--- config.mk ---
export PLATFORM = sky130hd
export DESIGN_NAME = add_not_unit_32_flat
export DESIGN_NICKNAME = d
export VERILOG_FILES = /design/src/rtl/add_not_unit_32_if.sv /design/src/rtl/add_not_unit_32.sv /design/src/flat_wrapper.sv
export SDC_FILE = /design/constraint.sdc
export NUM_CORES = 1
export LEC_CHECK = 0
export ABC_AREA = 1
export ABC_CLOCK_PERIOD_IN_PS = 9850
export BUFFER_PORTS_ARGS = -buffer_cell sky130_fd_sc_hd__buf_4
export CELL_PAD_IN_SITES_DETAIL_PLACEMENT = 1
export CELL_PAD_IN_SITES_GLOBAL_PLACEMENT = 1
export CORE_UTILIZATION = 40
export CTS_BUF_LIST = sky130_fd_sc_hd__clkbuf_8
export CTS_CLUSTER_DIAMETER = 120
export CTS_CLUSTER_SIZE = 12
export DETAILED_ROUTE_END_ITERATION = 16
export PLACE_DENSITY = 0.87
export SLEW_MARGIN = 20
export SYNTH_ARGS = -nofsm -noshare
export SYNTH_HDL_FRONTEND = slang
export SYNTH_SLANG_ARGS = --single-unit
--- constraint.sdc ---
create_clock -name clk -period 9.85 [get_ports clk]
set_input_delay 1.4775 -clock clk [delete_from_list [all_inputs] [get_ports clk]]
set_output_delay 1.4775 -clock clk [all_outputs]
set_load 0.02 [all_outputs]
--- src/rtl/add_not_unit_32_if.sv ---
// Operand/result bundle for the add/invert/negate ALU slice.
// The master side issues operations; the slave side (the unit) returns registered results.
interface add_not_unit_32_if #(
    parameter int WIDTH = 32
);
    logic             in_valid;
    logic [1:0]       op;
    logic [WIDTH-1:0] Ra;
    logic [WIDTH-1:0] Rb;
    logic             cin;
    logic [WIDTH-1:0] Rz;
    logic             cout;
    logic             out_valid;
    logic             ovf;

    modport master (
        output in_valid, op, Ra, Rb, cin,
        input  Rz, cout, out_valid, ovf
    );

    modport slave (
        input  in_valid, op, Ra, Rb, cin,
        output Rz, cout, out_valid, ovf
    );
endinterface

--- src/rtl/add_not_unit_32.sv ---
// Registered ADD/NOT/NEG/SUB slice built around one shared carry-lookahead adder.
// Optional macro ADDNOT_OVERFLOW_EN registers signed overflow on ovf; otherwise ovf is tied to 0.
module add_not_unit_32 #(
    parameter int WIDTH = 32
) (
    input  logic               clk,
    input  logic               clr,
    add_not_unit_32_if.slave   bus
);

    typedef enum logic [1:0] {
        OP_ADD = 2'b00,
        OP_NOT = 2'b01,
        OP_NEG = 2'b10,
        OP_SUB = 2'b11
    } op_e;

    // 4-bit lookahead groups; the group carry ripples into the next group.
    function automatic logic [WIDTH:0] cla_add(
        input logic [WIDTH-1:0] a,
        input logic [WIDTH-1:0] b,
        input logic             ci
    );
        logic [WIDTH-1:0] g;
        logic [WIDTH-1:0] p;
        logic [WIDTH:0]   carry;
        g        = a & b;
        p        = a ^ b;
        carry    = '0;
        carry[0] = ci;
        for (int grp = 0; grp < WIDTH / 4; grp++) begin
            carry[grp*4+1] = g[grp*4] | (p[grp*4] & carry[grp*4]);
            carry[grp*4+2] = g[grp*4+1] | (p[grp*4+1] & g[grp*4])
                           | (p[grp*4+1] & p[grp*4] & carry[grp*4]);
            carry[grp*4+3] = g[grp*4+2] | (p[grp*4+2] & g[grp*4+1])
                           | (p[grp*4+2] & p[grp*4+1] & g[grp*4])
                           | (p[grp*4+2] & p[grp*4+1] & p[grp*4] & carry[grp*4]);
            carry[grp*4+4] = g[grp*4+3] | (p[grp*4+3] & g[grp*4+2])
                           | (p[grp*4+3] & p[grp*4+2] & g[grp*4+1])
                           | (p[grp*4+3] & p[grp*4+2] & p[grp*4+1] & g[grp*4])
                           | (p[grp*4+3] & p[grp*4+2] & p[grp*4+1] & p[grp*4] & carry[grp*4]);
        end
        return {carry[WIDTH], p ^ carry[WIDTH-1:0]};
    endfunction

    logic [WIDTH-1:0] x_p0;
    logic [WIDTH-1:0] y_p0;
    logic             c_p0;
    logic [WIDTH:0]   sum_p0;
    logic [WIDTH-1:0] rz_p0;
    logic             cout_p0;
    logic             ovf_p0;

    logic [WIDTH-1:0] rz_p1;
    logic             cout_p1;
    logic             vld_p1;

    // ---- stage p0: operand steering, shared adder, result select ----
    always_comb begin
        x_p0 = bus.Ra;
        y_p0 = bus.Rb;
        c_p0 = bus.cin;
        unique case (op_e'(bus.op))
            OP_ADD: begin x_p0 = bus.Ra;  y_p0 = bus.Rb;  c_p0 = bus.cin; end
            OP_NOT: begin x_p0 = bus.Ra;  y_p0 = bus.Rb;  c_p0 = 1'b0;    end
            OP_NEG: begin x_p0 = ~bus.Ra; y_p0 = '0;      c_p0 = 1'b1;    end
            OP_SUB: begin x_p0 = bus.Ra;  y_p0 = ~bus.Rb; c_p0 = 1'b1;    end
            default: ;
        endcase
    end

    assign sum_p0 = cla_add(x_p0, y_p0, c_p0);

    always_comb begin
        rz_p0   = sum_p0[WIDTH-1:0];
        cout_p0 = sum_p0[WIDTH];
        ovf_p0  = (x_p0[WIDTH-1] == y_p0[WIDTH-1]) && (sum_p0[WIDTH-1] != x_p0[WIDTH-1]);
        if (op_e'(bus.op) == OP_NOT) begin
            rz_p0   = ~bus.Ra;
            cout_p0 = 1'b0;
            ovf_p0  = 1'b0;
        end
    end

    // ---- stage p1: result registers, held while no operation is accepted ----
    always_ff @(posedge clk) begin
        if (clr) begin
            vld_p1  <= 1'b0;
            rz_p1   <= '0;
            cout_p1 <= 1'b0;
        end else begin
            vld_p1 <= bus.in_valid;
            if (bus.in_valid) begin
                rz_p1   <= rz_p0;
                cout_p1 <= cout_p0;
            end
        end
    end

`ifdef ADDNOT_OVERFLOW_EN
    logic ovf_p1;

    always_ff @(posedge clk) begin
        if (clr) begin
            ovf_p1 <= 1'b0;
        end else if (bus.in_valid) begin
            ovf_p1 <= ovf_p0;
        end
    end

    assign bus.ovf = ovf_p1;
`else
    logic unused_ovf_p0;
    assign unused_ovf_p0 = ovf_p0;
    assign bus.ovf       = 1'b0;
`endif

    assign bus.Rz        = rz_p1;
    assign bus.cout      = cout_p1;
    assign bus.out_valid = vld_p1;

endmodule

--- src/flat_wrapper.sv ---
// flat-port wrapper written by rule: the top's interface ports become plain ports
module add_not_unit_32_flat 
#(
    parameter int WIDTH = 32
)
  (clk, clr, bus_in_valid, bus_op, bus_Ra, bus_Rb, bus_cin, bus_Rz, bus_cout, bus_out_valid, bus_ovf);
  add_not_unit_32_if #(.WIDTH(WIDTH)) bus_i ();
  input  logic clk;
  input  logic clr;
  input wire logic [$bits(bus_i.in_valid)-1:0] bus_in_valid;
  input wire logic [$bits(bus_i.op)-1:0] bus_op;
  input wire logic [$bits(bus_i.Ra)-1:0] bus_Ra;
  input wire logic [$bits(bus_i.Rb)-1:0] bus_Rb;
  input wire logic [$bits(bus_i.cin)-1:0] bus_cin;
  output wire logic [$bits(bus_i.Rz)-1:0] bus_Rz;
  output wire logic [$bits(bus_i.cout)-1:0] bus_cout;
  output wire logic [$bits(bus_i.out_valid)-1:0] bus_out_valid;
  output wire logic [$bits(bus_i.ovf)-1:0] bus_ovf;
  assign bus_i.in_valid = bus_in_valid;
  assign bus_i.op = bus_op;
  assign bus_i.Ra = bus_Ra;
  assign bus_i.Rb = bus_Rb;
  assign bus_i.cin = bus_cin;
  assign bus_Rz = bus_i.Rz;
  assign bus_cout = bus_i.cout;
  assign bus_out_valid = bus_i.out_valid;
  assign bus_ovf = bus_i.ovf;
  add_not_unit_32 #(.WIDTH(WIDTH)) u_core (.clk(clk), .clr(clr), .bus(bus_i));
endmodule
======== After elaboration in Yosys (flattened, before gate mapping) ========
Index checks and enable logic that the tools add are counted.
operators by class
  equality and inequality tests ........... 3
  shifts and indexed selects .............. 0
  bitwise gates (word level) .............. 213
  mux-type cells .......................... 5
  add/subtract/negate cells ............... 0
  $mul .................................... 0
  $lt $le $gt $ge ......................... 0
  div/mod/pow operators ................... 0
  reductions and logical operators ........ 4
operator list
  cell                  number
  $and A1 B1 Y1         128
  $pmux W32 S3          1
  $or A1 B1 Y1          80
  $not A32 Y32          2
  $pmux W32 S2          1
  $xor A32 B32 Y32      2
  $and A32 B32 Y32      1
  $mux W32              1
  $eq A2 B2 Y1 const B  2
  $reduce_or A2 Y1      2
  $pmux W1 S3           1
  $reduce_or A3 Y1      1
  $eq A2 B1 Y1 const B  1
  $logic_not A2 Y1      1
  $mux W1               1
storage, ports and cells
  output and inout bits ................... 35
  bits in writable memories ............... 0
  word-level logic and storage cells ...... 228
  ROM bits ................................ 0
  bits in latches ......................... 0
  memories ................................ 0
  input port bits ......................... 70
  bits in registers ....................... 34

======== Depth between registers and ports, before layout ========
Gate-level depths: netlist (run 1).
  depth after elaboration ................. 25
  gate-level depth with buffers ........... 28

======== Worst setup path after synthesis (run 1) ========
Ideal clock, no wire load.
  path kind ............................... in2reg
  start ................................... input bus_op[1]
  end ..................................... register u_core.rz_p1[28], in the netlist u_core.bus.Rz[28]
  path slack .............................. 5026 ps
  library setup time ...................... 116 ps
  required time ........................... 9734 ps
  arrival time ............................ 4708 ps
  stages .................................. 27
  cells stage by stage .................... inv_2 -> or2_2 -> clkbuf_1 -> buf_1 -> xnor2_1 -> ha_1 -> nand2_1 -> nand2_1 -> nor2_1 -> nand2_1 -> nand3_1 -> nand2_2 -> nand2_2 -> nand2_4 -> nand2_2 -> nand2_4 -> nand2_2 -> nand2_4 -> nand2_2 -> nand2_4 -> nand2_2 -> nand2_4 -> fa_1 -> a21oi_1 -> o21ai_0 -> o211ai_1 -> inv_1
between the ends
  cells in the longest elaborated chain, start to end .. 23
  elaborated cells on any way between the ends .. 91
  classes of those cells .................. eq/ne (3); mux (4); bitwise (80); reduce/logical (4)
RTL lines
  item                                                            RTL line                                      text
  start: declaration                                              flat_wrapper.sv:11                            input wire logic [$bits(bus_i.op)-1:0] bus_op;
  $eq A2 B2 Y1, or another cell as far along                      add_not_unit_32.sv:63                         unique case (op_e'(bus.op))
  $reduce_or A3 Y1 (no line) or $reduce_or A2 Y1 (tied branches)  --
  $pmux W32 S2 or $pmux W32 S3 (tied branches)                    add_not_unit_32.sv:63
  $xor A32 B32 Y32 or $and A32 B32 Y32 (tied branches)            add_not_unit_32.sv:28, add_not_unit_32.sv:27
  $and A1 B1 Y1 (on tied branches)                                --
  $or A1 B1 Y1, or another cell as far along                      add_not_unit_32.sv:38                         carry[grp*4+4] = g[grp*4+3] | (p[grp*4+3] & g[grp*4+2])
  $or A1 B1 Y1, or another cell as far along                      add_not_unit_32.sv:39                         | (p[grp*4+3] & p[grp*4+2] & g[grp*4+1])
  $or A1 B1 Y1 or $and A1 B1 Y1 (tied branches)                   add_not_unit_32.sv:40, add_not_unit_32.sv:41
  [... 7 more ...]                                                --
  $and A1 B1 Y1                                                   add_not_unit_32.sv:41                         | (p[grp*4+3] & p[grp*4+2] & p[grp*4+1] & p[grp*4] & carry[grp*4]);
  $or A1 B1 Y1                                                    add_not_unit_32.sv:41
  $and A1 B1 Y1                                                   add_not_unit_32.sv:41
  $or A1 B1 Y1                                                    add_not_unit_32.sv:41
  $and A1 B1 Y1                                                   add_not_unit_32.sv:41
  $or A1 B1 Y1                                                    add_not_unit_32.sv:41
  $xor A32 B32 Y32                                                add_not_unit_32.sv:43                         return {carry[WIDTH], p ^ carry[WIDTH-1:0]};
  $mux W32 (*)                                                    add_not_unit_32.sv:78                         if (op_e'(bus.op) == OP_NOT) begin
  end signal: assignment                                          add_not_unit_32.sv:94                         rz_p1 <= rz_p0;
  end: declaration                                                add_not_unit_32.sv:54                         logic [WIDTH-1:0] rz_p1;
Every way passes the cells marked *; elsewhere a longest branch is shown, timed or not.
A chain may end at the register's enable or synchronous reset.

======== Worst setup path after layout (run 1) ========
Ends and elaborated chain as after synthesis.

==> out/qor.tcl, run 1 <==
set qor(run_status) {finished clean}
set qor(critPathMaxFanout) 36
set qor(preCtsSetupSlack_ns) 3.930
set qor(synth-async-reset-ratio_pct) 0
set qor(drt-initial-drc-count) 139
set qor(setup.worst_path.end_class) {flip-flop}
set qor(finalSetupTns_ns) 0
set qor(stdcell_count) 685
set qor(h_tree_levels) 2
set qor(clock_insertion_delay_worst_skew_ns) 0.29
set qor(fp.coreArea_mm2) 0.008258
set qor(p_leak_uw) 0.002113
set qor(track_usage_pct) 26.22
set qor(drtAntennaViolNets) 0
set qor(yosysSeqAreaShare_pct) 19.90
set qor(utilization_pct) 52.58
set qor(grt_first_pass_wirelength_mm) 18.27
set qor(die_height_um) 94.48
set qor(die_width_um) 94.48
set qor(rsz_0062_raised_after_global_routing) {false}
set qor(synth_fa_ha_area_share_pct) 16.39
set qor(dr.pass1.iters) 4
set qor(yosys_most_used_dff) {sky130_fd_sc_hd__dfxtp_1}
set qor(first_global_vias) 4035
set qor(syn-mean-instance-area_um2) 6.925
set qor(criticalPathCategory) {primary input to flip-flop}
set qor(timing_hold_violations_final) 0
set qor(clk_path_buf_depth) 2
set qor(synth_area_mm2) 0.003421
set qor(start_kind) {primary input}
set qor(num_antenna_cells) 0
set qor(setup_viol) 0
set qor(layout-drive-gt1-share_pct) 23.10
set qor(drc_errors) 0
set qor(numCtsBuffers) 5
set qor(finClkSkew_ns) 0
set qor(detail_route.wirelength_mm) 11.39
set qor(final_estimated_routing_congestion_in_global_placement) 0.8308
set qor(globalRoute.totalOverflow) 0
set qor(post_synth_most_frequent_cells) {sky130_fd_sc_hd__nand2_1, sky130_fd_sc_hd__a21oi_1, sky130_fd_sc_hd__o21ai_0}
set qor(placed_cells) 677
set qor(floorplan.die_area_mm2) 0.008926
set qor(area.growth.synth_to_final_pct) 26.92
set qor(io_buffer_count) 103
set qor(synth-compound-area-share_pct) 24.03
set qor(synth_simple_gate_area_share_pct) 20.41
set qor(routed-via-count) 3729
set qor(num_rows) 33
set qor(timing.critical_path.arrival_ns) 5.80
set qor(synth-edff-count) 0
set qor(grt_antenna_before_repair) 0
set qor(peakVddDrop_v) 0.00006406
set qor(floorplan.io_pins) 105
set qor(hold_slack_ns) 0.4709
set qor(max_slew_margin_pct) 30.50
set qor(multiplexer_area_fraction_after_synthesis_pct) 0
set qor(cts-hold-fix-buffers) 0
set qor(cts_setup_buffers) 0
set qor(hold_class) {flip-flop to flip-flop}
set qor(synth_nets) 604
set qor(post-route-worst-setup-slack_ns) 4.239
set qor(cts_repair_resize_count) 0
set qor(timing.max_cap.violations) 0
set qor(synth.top_cells.by_area) {sky130_fd_sc_hd__dfxtp_1, sky130_fd_sc_hd__ha_1, sky130_fd_sc_hd__nand2_1}
set qor(drv_slew) 0
set qor(pin_slew_with_the_least_headroom_to_its_limit_ns) 1.043
set qor(ys_types) 31
set qor(cts.root.buffer_cell) {sky130_fd_sc_hd__clkbuf_8}
set qor(final_period_minus_worst_setup_slack_ns) 5.611
set qor(final_min_period_over_clock_period_pct) 56.96
set qor(grt_start_max_net_pins) 47
set qor(yosysTopAreaCell) {sky130_fd_sc_hd__dfxtp_1}
set qor(place_hpwl_mm) 8.287
set qor(synth_top_family_by_area) {compound AO/OA/AOI/OAI gates}
set qor(floorplan.initialDensity_pct) 41.42
set qor(tritoncts_num_sinks) 34
set qor(powerDensity_mw_per_mm2) 132.4
set qor(synth_xor_area_share_pct) 12.03
set qor(critical_path_required_ns) 10.04
set qor(yosysWarningCount) 0
set qor(routed_via_density) 5.444
set qor(flops_latches_synth) 34
set qor(final_nets) 689
set qor(maximum_clock_frequency_mhz) 178.2
set qor(postSynthCellCount) 494
set qor(clock_tree_from_tritoncts) {done}
set qor(worst_setup_hold_path_clk_slew_ns) 0.08
set qor(synth_most_common_cell) {sky130_fd_sc_hd__nand2_1}
set qor(wire_per_inst_um) 16.63
set qor(synth_top_cell_area_share_pct) 19.90
[critical path: stages]
cell and delay, ns:
sky130_fd_sc_hd__buf_4 0.11, sky130_fd_sc_hd__inv_2 0.51, sky130_fd_sc_hd__or2_2 0.93, sky130_fd_sc_hd__xnor2_1 0.16, sky130_fd_sc_hd__ha_1 0.38, sky130_fd_sc_hd__nand2_1 0.10
sky130_fd_sc_hd__nand2_1 0.06, sky130_fd_sc_hd__nor2_1 0.13, sky130_fd_sc_hd__nand2_1 0.07, sky130_fd_sc_hd__nand3_1 0.08, sky130_fd_sc_hd__nand2_2 0.09, sky130_fd_sc_hd__nand2_2 0.09
sky130_fd_sc_hd__nand2_4 0.06, sky130_fd_sc_hd__nand2_2 0.09, sky130_fd_sc_hd__nand2_4 0.06, sky130_fd_sc_hd__nand2_2 0.08, sky130_fd_sc_hd__nand2_4 0.06, sky130_fd_sc_hd__nand2_2 0.09
sky130_fd_sc_hd__nand2_4 0.06, sky130_fd_sc_hd__nand2_2 0.08, sky130_fd_sc_hd__nand2_4 0.07, sky130_fd_sc_hd__fa_1 0.48, sky130_fd_sc_hd__a21oi_1 0.15, sky130_fd_sc_hd__o21ai_0 0.13
sky130_fd_sc_hd__o211ai_1 0.10, sky130_fd_sc_hd__inv_1 0.05
[path summary, 6_finish.rpt]
check	startpoint	end	slack, ns	depth (start not counted)
min reg2reg	u_core.bus.Rz[15]$_SDFFE_PP0P_	u_core.bus.Rz[15]$_SDFFE_PP0P_	0.47	2
max	bus_op[1]	u_core.bus.Rz[28]$_SDFFE_PP0P_	4.24	26
max reg2reg	u_core.bus.Rz[2]$_SDFFE_PP0P_	u_core.bus.Rz[2]$_SDFFE_PP0P_	9.16	2
min	u_core.bus.Rz[15]$_SDFFE_PP0P_	u_core.bus.Rz[15]$_SDFFE_PP0P_	0.47	2
[kinds of logic (layout without fill, tap and decap cells)]
family	count (synthesis)	count (layout)
AND/OR/NAND/NOR	156	156
AO/OA/AOI/OAI	152	152
buffers and inverters	64	150
XOR/XNOR	47	47
adder cells (fa/ha/maj)	40	40
flip-flops	34	34
other	1	1
[stage by stage]
stage	total power (uW)	area (um2)
2_1_floorplan	350.6	3421
3_3_place_gp	430.8	4232
3_5_place_dp	446.4	4232
4_1_cts	579.9	4342
5_1_grt	618.2	4342
6_report	574.9	4342
[layout by cell type, fill, tap and decap left out]
master / count
sky130_fd_sc_hd__a21oi_2: 3
sky130_fd_sc_hd__nand3_1: 20
sky130_fd_sc_hd__nand3_2: 1
sky130_fd_sc_hd__nand2_4: 6
sky130_fd_sc_hd__a21oi_1: 66
sky130_fd_sc_hd__o21ai_0: 62
sky130_fd_sc_hd__fa_1: 8
sky130_fd_sc_hd__nand4_1: 1
sky130_fd_sc_hd__o21bai_1: 2
sky130_fd_sc_hd__nand2_2: 8
sky130_fd_sc_hd__or2_2: 1
sky130_fd_sc_hd__a31oi_1: 3
sky130_fd_sc_hd__clkbuf_8: 8
sky130_fd_sc_hd__inv_1: 35
sky130_fd_sc_hd__xor2_1: 20
sky130_fd_sc_hd__ha_1: 32
sky130_fd_sc_hd__inv_2: 2
sky130_fd_sc_hd__nor2_1: 14
sky130_fd_sc_hd__xnor2_1: 27
sky130_fd_sc_hd__nor3_1: 2
sky130_fd_sc_hd__nor3b_2: 1
sky130_fd_sc_hd__buf_4: 104
sky130_fd_sc_hd__a41oi_1: 1
sky130_fd_sc_hd__o211ai_1: 13
sky130_fd_sc_hd__a21o_1: 1
sky130_fd_sc_hd__a21boi_0: 1
sky130_fd_sc_hd__clkinv_1: 1
sky130_fd_sc_hd__dfxtp_1: 34
sky130_fd_sc_hd__conb_1: 1
sky130_fd_sc_hd__nand2_1: 102
[state kept, by name (all words and copies together) (netlist names)]
signal / cells
u_core.bus.Rz: 32
u_core.bus.out_valid: 1
u_core.bus.cout: 1
[routing by layer]
metal	routed length (um)	up-vias	GRT usage, %
met1	4671	1774	29.12
met3	460	22	3.301
met5	0	-	0
met4	239	0	9.091
met2	6020	115	50.66
li1	-	1818	-
[layout make-up]
type	count	area [um2]
repair buffers	104	780.7
multi-input cells	396	2496
clock buffers	8	110.1
fillers	1086	3916
well taps	105	131.4
inverters	38	142.6
flip-flops and latches	34	680.7
[where the power goes]
| part | switching, uW | leakage, uW | total, uW | internal [uW] |
|---|---|---|---|---|
| Sequential | 9.09 | 0.000281 | 162 | 153 |
| Clock | 59.0 | 0.0000575 | 130 | 70.8 |
| Combinational | 164 | 0.00177 | 283 | 119 |
| Total | 232 | 0.00211 | 575 | 343 |
(Power assumes the default switching activity.)
==> run 2, diff against run 1 <==
--- a/config.mk
+++ b/config.mk
@@ -5,17 +5,17 @@
 export SDC_FILE = /design/constraint.sdc
 export NUM_CORES = 1
 export LEC_CHECK = 0
-export ABC_AREA = 1
-export ABC_CLOCK_PERIOD_IN_PS = 9850
+export ABC_AREA = 0
+export ABC_CLOCK_PERIOD_IN_PS = 4600
 export BUFFER_PORTS_ARGS = -buffer_cell sky130_fd_sc_hd__buf_4
 export CELL_PAD_IN_SITES_DETAIL_PLACEMENT = 1
 export CELL_PAD_IN_SITES_GLOBAL_PLACEMENT = 1
-export CORE_UTILIZATION = 40
+export CORE_UTILIZATION = 35
 export CTS_BUF_LIST = sky130_fd_sc_hd__clkbuf_8
 export CTS_CLUSTER_DIAMETER = 120
 export CTS_CLUSTER_SIZE = 12
 export DETAILED_ROUTE_END_ITERATION = 16
-export PLACE_DENSITY = 0.87
+export PLACE_DENSITY = 0.78
 export SLEW_MARGIN = 20
 export SYNTH_ARGS = -nofsm -noshare
 export SYNTH_HDL_FRONTEND = slang
==> constraint.sdc (replaced) <==
create_clock -name clk -period 4.6 [get_ports clk]
set_input_delay 0.69 -clock clk [delete_from_list [all_inputs] [get_ports clk]]
set_output_delay 0.69 -clock clk [all_outputs]
set_load 0.02 [all_outputs]
==> run 2 against run 1 <==
Against the previous run: non-clock buffer count up 5; synthesized area up 0.29%; routed wire length down 7.3%; via count down 12%; largest cell class unchanged; count of clock-buffer cells in the layout down 3; first-iteration DRC count down 32%; sequential power up 120%; worst setup slack worse by 3.7 ns; cell count down 7.9%; combinational power up 130%; register-to-register slack worse by 5.5 ns.
==> out/qor.tcl, run 2 <==
set qor(run_status) {finished clean}
set qor(synth-edff-count) 0 ;# unchanged
set qor(fp.coreArea_mm2) 0.009371 ;# +13%
set qor(final_nets) 611 ;# -11%
set qor(cts-hold-fix-buffers) 0 ;# unchanged
set qor(detail_route.wirelength_mm) 10.56 ;# -7.3%
set qor(fillers) 1154 ;# +6.3%
set qor(finalSetupTns_ns) 0 ;# unchanged
set qor(place_hpwl_mm) 8.034 ;# -3.1%
set qor(floorplan.initialDensity_pct) 36.61 ;# -4.8 points
set qor(synth_simple_gate_area_share_pct) 13.75 ;# -6.7 points
set qor(maximum_clock_frequency_mhz) 243.5
set qor(mostFrequentLayoutCell) {sky130_fd_sc_hd__buf_4}
set qor(clk_path_buf_depth) 2 ;# unchanged
set qor(floorplan.io_pins) 105 ;# unchanged
set qor(drt-initial-drc-count) 94 ;# -32%
set qor(critical-path-top-cell-by-count) {sky130_fd_sc_hd__o21ai_0}
set qor(grt_start_max_net_pins) 58 ;# +23%
set qor(max_slew_margin_pct) 54.57 ;# +24 points
set qor(synth_xor_area_share_pct) 13.53 ;# +1.5 points
set qor(worst_setup_hold_path_clk_slew_ns) 0.08 ;# about the same
set qor(synth-compound-area-share_pct) 19.95 ;# -4.1 points
set qor(utilization_pct) 47.21 ;# -5.4 points
set qor(criticalPathCategory) {primary input to flip-flop}
set qor(largest_reg_flops) 32 ;# unchanged
set qor(tritoncts_num_sinks) 34 ;# unchanged
set qor(synth_area_mm2) 0.003431 ;# +0.29%
set qor(peakVddDrop_v) 0.0001598 ;# +150%
set qor(layout-drive-gt1-share_pct) 25.50 ;# +2.4 points
set qor(clock_insertion_delay_worst_skew_ns) 0.30 ;# about the same
set qor(routed-via-count) 3278 ;# -12%
set qor(post_synth_most_frequent_cells) {sky130_fd_sc_hd__mux2i_1, sky130_fd_sc_hd__nor2_1, sky130_fd_sc_hd__xnor2_1}
set qor(setup_viol) 0 ;# unchanged
set qor(pin_slew_with_the_least_headroom_to_its_limit_ns) 0.6791 ;# -0.3634 ns
set qor(yosysWarningCount) 0 ;# unchanged
set qor(clock_tree_from_tritoncts) {done}
set qor(globalRoute.totalOverflow) 0 ;# unchanged
set qor(flops_latches_synth) 34 ;# unchanged
set qor(grt_first_pass_wirelength_mm) 17.46 ;# -4.5%
set qor(first_global_vias) 3498 ;# -13%
set qor(dr.pass1.iters) 4 ;# unchanged
set qor(timing.critical_path.arrival_ns) 4.29 ;# -1.51 ns
set qor(timing_hold_violations_final) 0 ;# unchanged
set qor(synth.top_cells.by_area) {sky130_fd_sc_hd__dfxtp_1, sky130_fd_sc_hd__mux2i_1, sky130_fd_sc_hd__ha_1}
set qor(ys_types) 45 ;# +45%
set qor(num_rows) 35 ;# +6.1%
set qor(hold_class) {flip-flop to flip-flop}
set qor(timing.max_cap.violations) 0 ;# unchanged
set qor(final_min_period_over_clock_period_pct) 89.29
set qor(cts_repair_resize_count) 0 ;# unchanged
set qor(drtAntennaViolNets) 0 ;# unchanged
set qor(track_usage_pct) 21.80 ;# -4.4 points
set qor(critical_path_required_ns) 4.78 ;# -5.26 ns
set qor(die_width_um) 101.0 ;# +6.9%
set qor(numCtsBuffers) 5 ;# unchanged
set qor(io_buffer_count) 103 ;# unchanged
set qor(cp_top_family) {compound AO/OA/AOI/OAI gates}
set qor(placement_stage_cell_area_mm2) 0.004315 ;# +2.0%
set qor(cp.buffers_inverters) 2 ;# -1
set qor(cts.root.buffer_cell) {sky130_fd_sc_hd__clkbuf_8}
set qor(yosysTopAreaCell) {sky130_fd_sc_hd__dfxtp_1}
set qor(final_estimated_routing_congestion_in_global_placement) 0.8435 ;# +1.5%
set qor(area.growth.synth_to_final_pct) 28.96
set qor(final_period_minus_worst_setup_slack_ns) 4.107
set qor(wire_per_inst_um) 16.74 ;# +0.64%
set qor(synth_top_cell_area_share_pct) 19.84 ;# -0.058 points
set qor(synth_fa_ha_area_share_pct) 16.34 ;# -0.048 points
set qor(multiplexer_area_fraction_after_synthesis_pct) 12.55 ;# +13 points
set qor(finalInstanceArea_mm2) 0.004424 ;# +1.9%
set qor(setup.worst_path.end_class) {flip-flop}
set qor(cts_setup_buffers) 0 ;# unchanged
set qor(critPathMaxFanout) 12 ;# -67%
set qor(powerDensity_mw_per_mm2) 292.1 ;# +120%
set qor(finClkSkew_ns) 0 ;# unchanged
set qor(die_height_um) 101.0 ;# +6.9%
set qor(drv_slew) 0 ;# unchanged
set qor(grt_antenna_before_repair) 0 ;# unchanged
set qor(synth_nets) 523 ;# -13%
set qor(yosys_most_used_dff) {sky130_fd_sc_hd__dfxtp_1}
set qor(layout_common_cells) {sky130_fd_sc_hd__buf_4, sky130_fd_sc_hd__mux2i_1, sky130_fd_sc_hd__nor2_1}
set qor(preCtsSetupSlack_ns) 0.2044 ;# -3.725 ns
set qor(p_leak_uw) 0.002114 ;# about the same
set qor(crit_path_cell_trace) {buf_4 -> nand2b_2 -> buf_4 -> xnor2_1 -> ha_1 -> a21oi_1 -> o21ai_0 -> a221oi_1 -> o21ai_0 -> nor2_2 -> o31ai_4 -> a21o_1 -> fa_1 -> xor2_1 -> nand2_1 -> o21ai_0 -> mux2i_1 -> nor2_1}
set qor(rsz_0062_raised_after_global_routing) {false}
set qor(synth_top_family_by_area) {compound AO/OA/AOI/OAI gates}
set qor(synth-async-reset-ratio_pct) 0 ;# unchanged
set qor(floorplan.die_area_mm2) 0.01020 ;# +14%
set qor(syn-mean-instance-area_um2) 8.307 ;# +20%
set qor(hold_slack_ns) 0.4840 ;# +0.01302 ns
set qor(h_tree_levels) 2 ;# unchanged
set qor(num_antenna_cells) 0 ;# unchanged
set qor(post-route-worst-setup-slack_ns) 0.4928 ;# -3.747 ns
set qor(crit_path_top_delay_cell) {sky130_fd_sc_hd__fa_1}
set qor(yosysSeqAreaShare_pct) 19.84 ;# -0.058 points
set qor(postSynthCellCount) 413 ;# -16%
set qor(start_kind) {primary input}
set qor(worst_stage_delay_on_the_critical_path_ns) 0.44 ;# -0.49 ns
set qor(routed_via_density) 5.195 ;# -4.6%
set qor(drc_errors) 0 ;# unchanged
run 2: changes by cell type after synthesis, sizes merged, moves of 11 or more:
| cell | delta |
|---|---|
| a211oi | +13 |
| inv | -31 |
| o211ai | -11 |
| nor2 | +30 |
| nand3 | -16 |
| mux2i | +43 |
| nand2 | -88 |
| o21ai | -37 |
| a21oi | -36 |
run 2: worst paths after layout:
check / slack [ns] / end / start / cells after the start
min reg2reg: 0.48 / u_core.bus.Rz[27]$_SDFFE_PP0P_ / u_core.bus.Rz[27]$_SDFFE_PP0P_ / 2
max reg2reg: 3.64 / u_core.bus.Rz[30]$_SDFFE_PP0P_ / u_core.bus.Rz[30]$_SDFFE_PP0P_ / 4
max: 0.49 / u_core.bus.Rz[29]$_SDFFE_PP0P_ / bus_op[0] / 18
min: 0.48 / u_core.bus.Rz[27]$_SDFFE_PP0P_ / u_core.bus.Rz[27]$_SDFFE_PP0P_ / 2
run 2: tightest hold or removal path: stages, from the launching register on:
cell and delay [ns]:
sky130_fd_sc_hd__dfxtp_1 0.32, sky130_fd_sc_hd__nor2_1 0.08, sky130_fd_sc_hd__nor3_1 0.05
run 2: metal layers:
layer,vias to the layer above,part of all wire [%],GRT usage (%)
li1,1640,-,-
met1,1550,44,27.09
met2,78,51,39.88
met3,10,4.5,3.259
met4,0,0.91,4.125
met5,-,0,0
run 2: metrics by stage:
| step | std cells | total power [uW] |
|---|---|---|
| final | 631 | 1292 |
| after global routing | 631 | 1385 |
| after CTS | 631 | 1305 |
| after detailed placement | 623 | 1001 |
| after global placement | 623 | 977.3 |
| after floorplan | 413 | 785.4 |
run 2: power by group:
group          total, uW  internal, uW  switching (uW)  leakage, uW
clock                294           160             134    0.0000579
combinational        648           289             359      0.00177
sequential           351           330            20.5     0.000282
run 2: kinds of logic (layout without fill, tap and decap cells):
kind of cell / count (synthesis) / count (layout)
adders and majority gates: 40 / 40
buffers and inverters: 34 / 123
xor gates and xnor gates: 53 / 53
DFF: 34 / 34
other: 1 / 1
AOI/OAI and AO/OA: 103 / 103
muxes: 43 / 43
and+or+nand+nor: 105 / 105
run 2: final cells by class:
| cell class | instances | area, um2 | area share [%] |
|---|---|---|---|
| clock buffer | 5 | 68.82 | 1.555 |
| inverter | 6 | 22.52 | 0.5091 |
| multi-input combinational | 345 | 2620 | 59.22 |
| sequential | 34 | 680.7 | 15.38 |
| clock inverter | 3 | 40.04 | 0.9050 |
| tap | 129 | 161.4 | 3.648 |
| timing repair buffer | 109 | 830.8 | 18.78 |
==> run 3, diff against run 2 <==
--- a/config.mk
+++ b/config.mk
@@ -15,7 +15,7 @@
 export CTS_CLUSTER_DIAMETER = 120
 export CTS_CLUSTER_SIZE = 12
 export DETAILED_ROUTE_END_ITERATION = 16
-export PLACE_DENSITY = 0.78
+export PLACE_DENSITY = 0.9
 export SLEW_MARGIN = 20
 export SYNTH_ARGS = -nofsm -noshare
 export SYNTH_HDL_FRONTEND = slang
==> run 3 against run 2 <==
Against the previous run: routed wire length increased by 3.8%; critical path depth is the same; clock skew unchanged; utilization shrank 0.20 points; non-clock buffer count is 1 higher; highest routed layer unchanged.
==> out/qor.tcl, run 3 (synthesis results as in run 2) <==
set qor(grt_antenna_before_repair) 0 ;# unchanged
set qor(crit_path_start) {bus_op[0]}
set qor(min_from) {u_core.bus.Rz[14]$_SDFFE_PP0P_}
set qor(place_hpwl_mm) 8.407 ;# +4.6%
set qor(finClkSkew_ns) 0 ;# unchanged
set qor(track_usage_pct) 22.32 ;# +0.52 points
set qor(setup.worst_path.end_class) {flip-flop}
set qor(p_leak_uw) 0.002103 ;# -0.56%
set qor(dr.pass1.iters) 4 ;# unchanged
set qor(holdPathStages) 2 ;# unchanged
set qor(final_period_minus_worst_setup_slack_ns) 4.239 ;# +0.1317 ns
set qor(timing.max_cap.violations) 0 ;# unchanged
set qor(drc_errors) 0 ;# unchanged
set qor(clock_insertion_delay_worst_skew_ns) 0.29 ;# about the same
set qor(die_height_um) 101.0 ;# unchanged
set qor(powerDensity_mw_per_mm2) 284.6 ;# -2.6%
set qor(hold_class) {flip-flop to flip-flop}
set qor(area.growth.synth_to_final_pct) 28.41
set qor(final_min_period_over_clock_period_pct) 92.15 ;# +2.9 points
set qor(final_nets) 612 ;# +0.16%
set qor(cp_top_family) {compound AO/OA/AOI/OAI gates}
set qor(tritoncts_num_sinks) 34 ;# unchanged
set qor(wire_per_inst_um) 17.34 ;# +3.6%
set qor(timing.critical_path.arrival_ns) 4.42 ;# +0.13 ns
set qor(run_status) {finished clean}
set qor(worst_setup_hold_path_clk_slew_ns) 0.09 ;# about the same
set qor(layout_common_cells) {sky130_fd_sc_hd__buf_4, sky130_fd_sc_hd__mux2i_1, sky130_fd_sc_hd__nor2_1}
set qor(mostFrequentLayoutCell) {sky130_fd_sc_hd__buf_4}
set qor(rsz_0062_raised_after_global_routing) {false}
set qor(cts-hold-fix-buffers) 0 ;# unchanged
set qor(num_rows) 35 ;# unchanged
set qor(cp.buffers_inverters) 2 ;# unchanged
set qor(max_slew_margin_pct) 28.76 ;# -26 points
set qor(largest_reg_flops) 32 ;# unchanged
set qor(criticalPathCategory) {primary input to flip-flop}
set qor(h_tree_levels) 2 ;# unchanged
set qor(setup_viol) 0 ;# unchanged
set qor(drv_slew) 0 ;# unchanged
set qor(hold_slack_ns) 0.4826 ;# -0.001377 ns
set qor(floorplan.die_area_mm2) 0.01020 ;# unchanged
set qor(timing_hold_violations_final) 0 ;# unchanged
set qor(floorplan.initialDensity_pct) 36.61 ;# unchanged
set qor(drt-initial-drc-count) 90 ;# -4.3%
set qor(worst_stage_delay_on_the_critical_path_ns) 0.43 ;# about the same
set qor(cts.root.buffer_cell) {sky130_fd_sc_hd__clkbuf_8}
set qor(routed-via-count) 3382 ;# +3.2%
set qor(critPathMaxFanout) 11 ;# -1
set qor(grt_first_pass_wirelength_mm) 17.86 ;# +2.3%
set qor(num_antenna_cells) 0 ;# unchanged
set qor(critical_path_required_ns) 4.78 ;# about the same
set qor(detail_route.wirelength_mm) 10.96 ;# +3.8%
set qor(path_depth) 18 ;# unchanged
set qor(drtAntennaViolNets) 0 ;# unchanged
set qor(routed_via_density) 5.351 ;# +3.0%
set qor(pin_slew_with_the_least_headroom_to_its_limit_ns) 1.065 ;# +0.3857 ns
set qor(clk_path_buf_depth) 2 ;# unchanged
set qor(io_buffer_count) 103 ;# unchanged
set qor(clock_tree_from_tritoncts) {done}
set qor(rr_startpoint) {u_core.bus.Rz[30]$_SDFFE_PP0P_}
set qor(floorplan.io_pins) 105 ;# unchanged
set qor(die_width_um) 101.0 ;# unchanged
set qor(layout-drive-gt1-share_pct) 25.65 ;# +0.15 points
set qor(maximum_clock_frequency_mhz) 235.9 ;# -3.1%
set qor(cts_setup_buffers) 0 ;# unchanged
set qor(first_global_vias) 3706 ;# +5.9%
set qor(start_kind) {primary input}
set qor(finalSetupTns_ns) 0 ;# unchanged
set qor(grt_start_max_net_pins) 63 ;# +8.6%
set qor(crit_path_cell_trace) {buf_4 -> nand2b_2 -> buf_4 -> xnor2_1 -> ha_1 -> a21oi_1 -> o211ai_1 -> a21oi_1 -> a2111oi_4 -> nor2_2 -> o31ai_4 -> a21o_1 -> fa_1 -> xor2_1 -> nand2_1 -> o21ai_0 -> mux2i_1 -> nor2_1}
set qor(logic_depth_of_the_worst_register_to_register_path) 4 ;# unchanged
set qor(cts_repair_resize_count) 0 ;# unchanged
set qor(peakVddDrop_v) 0.0001132 ;# -29%
set qor(fp.coreArea_mm2) 0.009371 ;# unchanged
set qor(final_estimated_routing_congestion_in_global_placement) 0.8106 ;# -3.9%
set qor(globalRoute.totalOverflow) 0 ;# unchanged
set qor(crit_path_top_delay_cell) {sky130_fd_sc_hd__fa_1}
set qor(numCtsBuffers) 5 ;# unchanged
-- run 3: area by class of cell --
type,instances,area [um2]
Clock buffer,6,82.58
Multi-Input combinational cell,345,2620
Tap cell,129,161.4
Timing Repair Buffer,110,825.8
Sequential cell,34,680.7
Clock inverter,2,12.51
Inverter,6,22.52
Fill cell,1159,4966
-- run 3: worst register-to-register path: stages (launching register included) --
cell and delay (ns):
sky130_fd_sc_hd__dfxtp_1 0.37, sky130_fd_sc_hd__nor2_1 0.06, sky130_fd_sc_hd__nor2_1 0.13, sky130_fd_sc_hd__nand2_1 0.07, sky130_fd_sc_hd__o32ai_1 0.24
-- run 3: final timing paths --
check / end / slack [ns]
setup / recovery: u_core.bus.Rz[29]$_SDFFE_PP0P_ / 0.36
hold / removal: u_core.bus.Rz[14]$_SDFFE_PP0P_ / 0.48
setup reg to reg: u_core.bus.Rz[30]$_SDFFE_PP0P_ / 3.66
hold reg to reg: u_core.bus.Rz[14]$_SDFFE_PP0P_ / 0.48
-- run 3: per-layer routing --
layer,up-vias,track usage (%),wire length (um)
li1,1634,-,-
met1,1645,25.30,4608
met2,85,41.46,5605
met3,18,4.438,539
met4,0,7.581,209
met5,-,0,0
-- run 3: through the flow --
stage	utilization, %	power [uW]	cell area, um2	cells	worst slack [ns]
after global routing	47.01	1345	4405	632	0.1496
final	47.01	1254	4405	632	0.3611
after global placement	45.99	971.2	4310	624	0.2425
after floorplan	-	785.4	3431	413	0.3387
after detailed placement	45.99	1005	4310	624	0.07377
after CTS	47.01	1266	4405	632	0.3882
-- run 3: where the power goes --
part           total (uW)  internal (uW)  switching, uW
clock                 252            121            131
combinational         650            287            363
sequential            352            330           21.3
total                1250            738            515
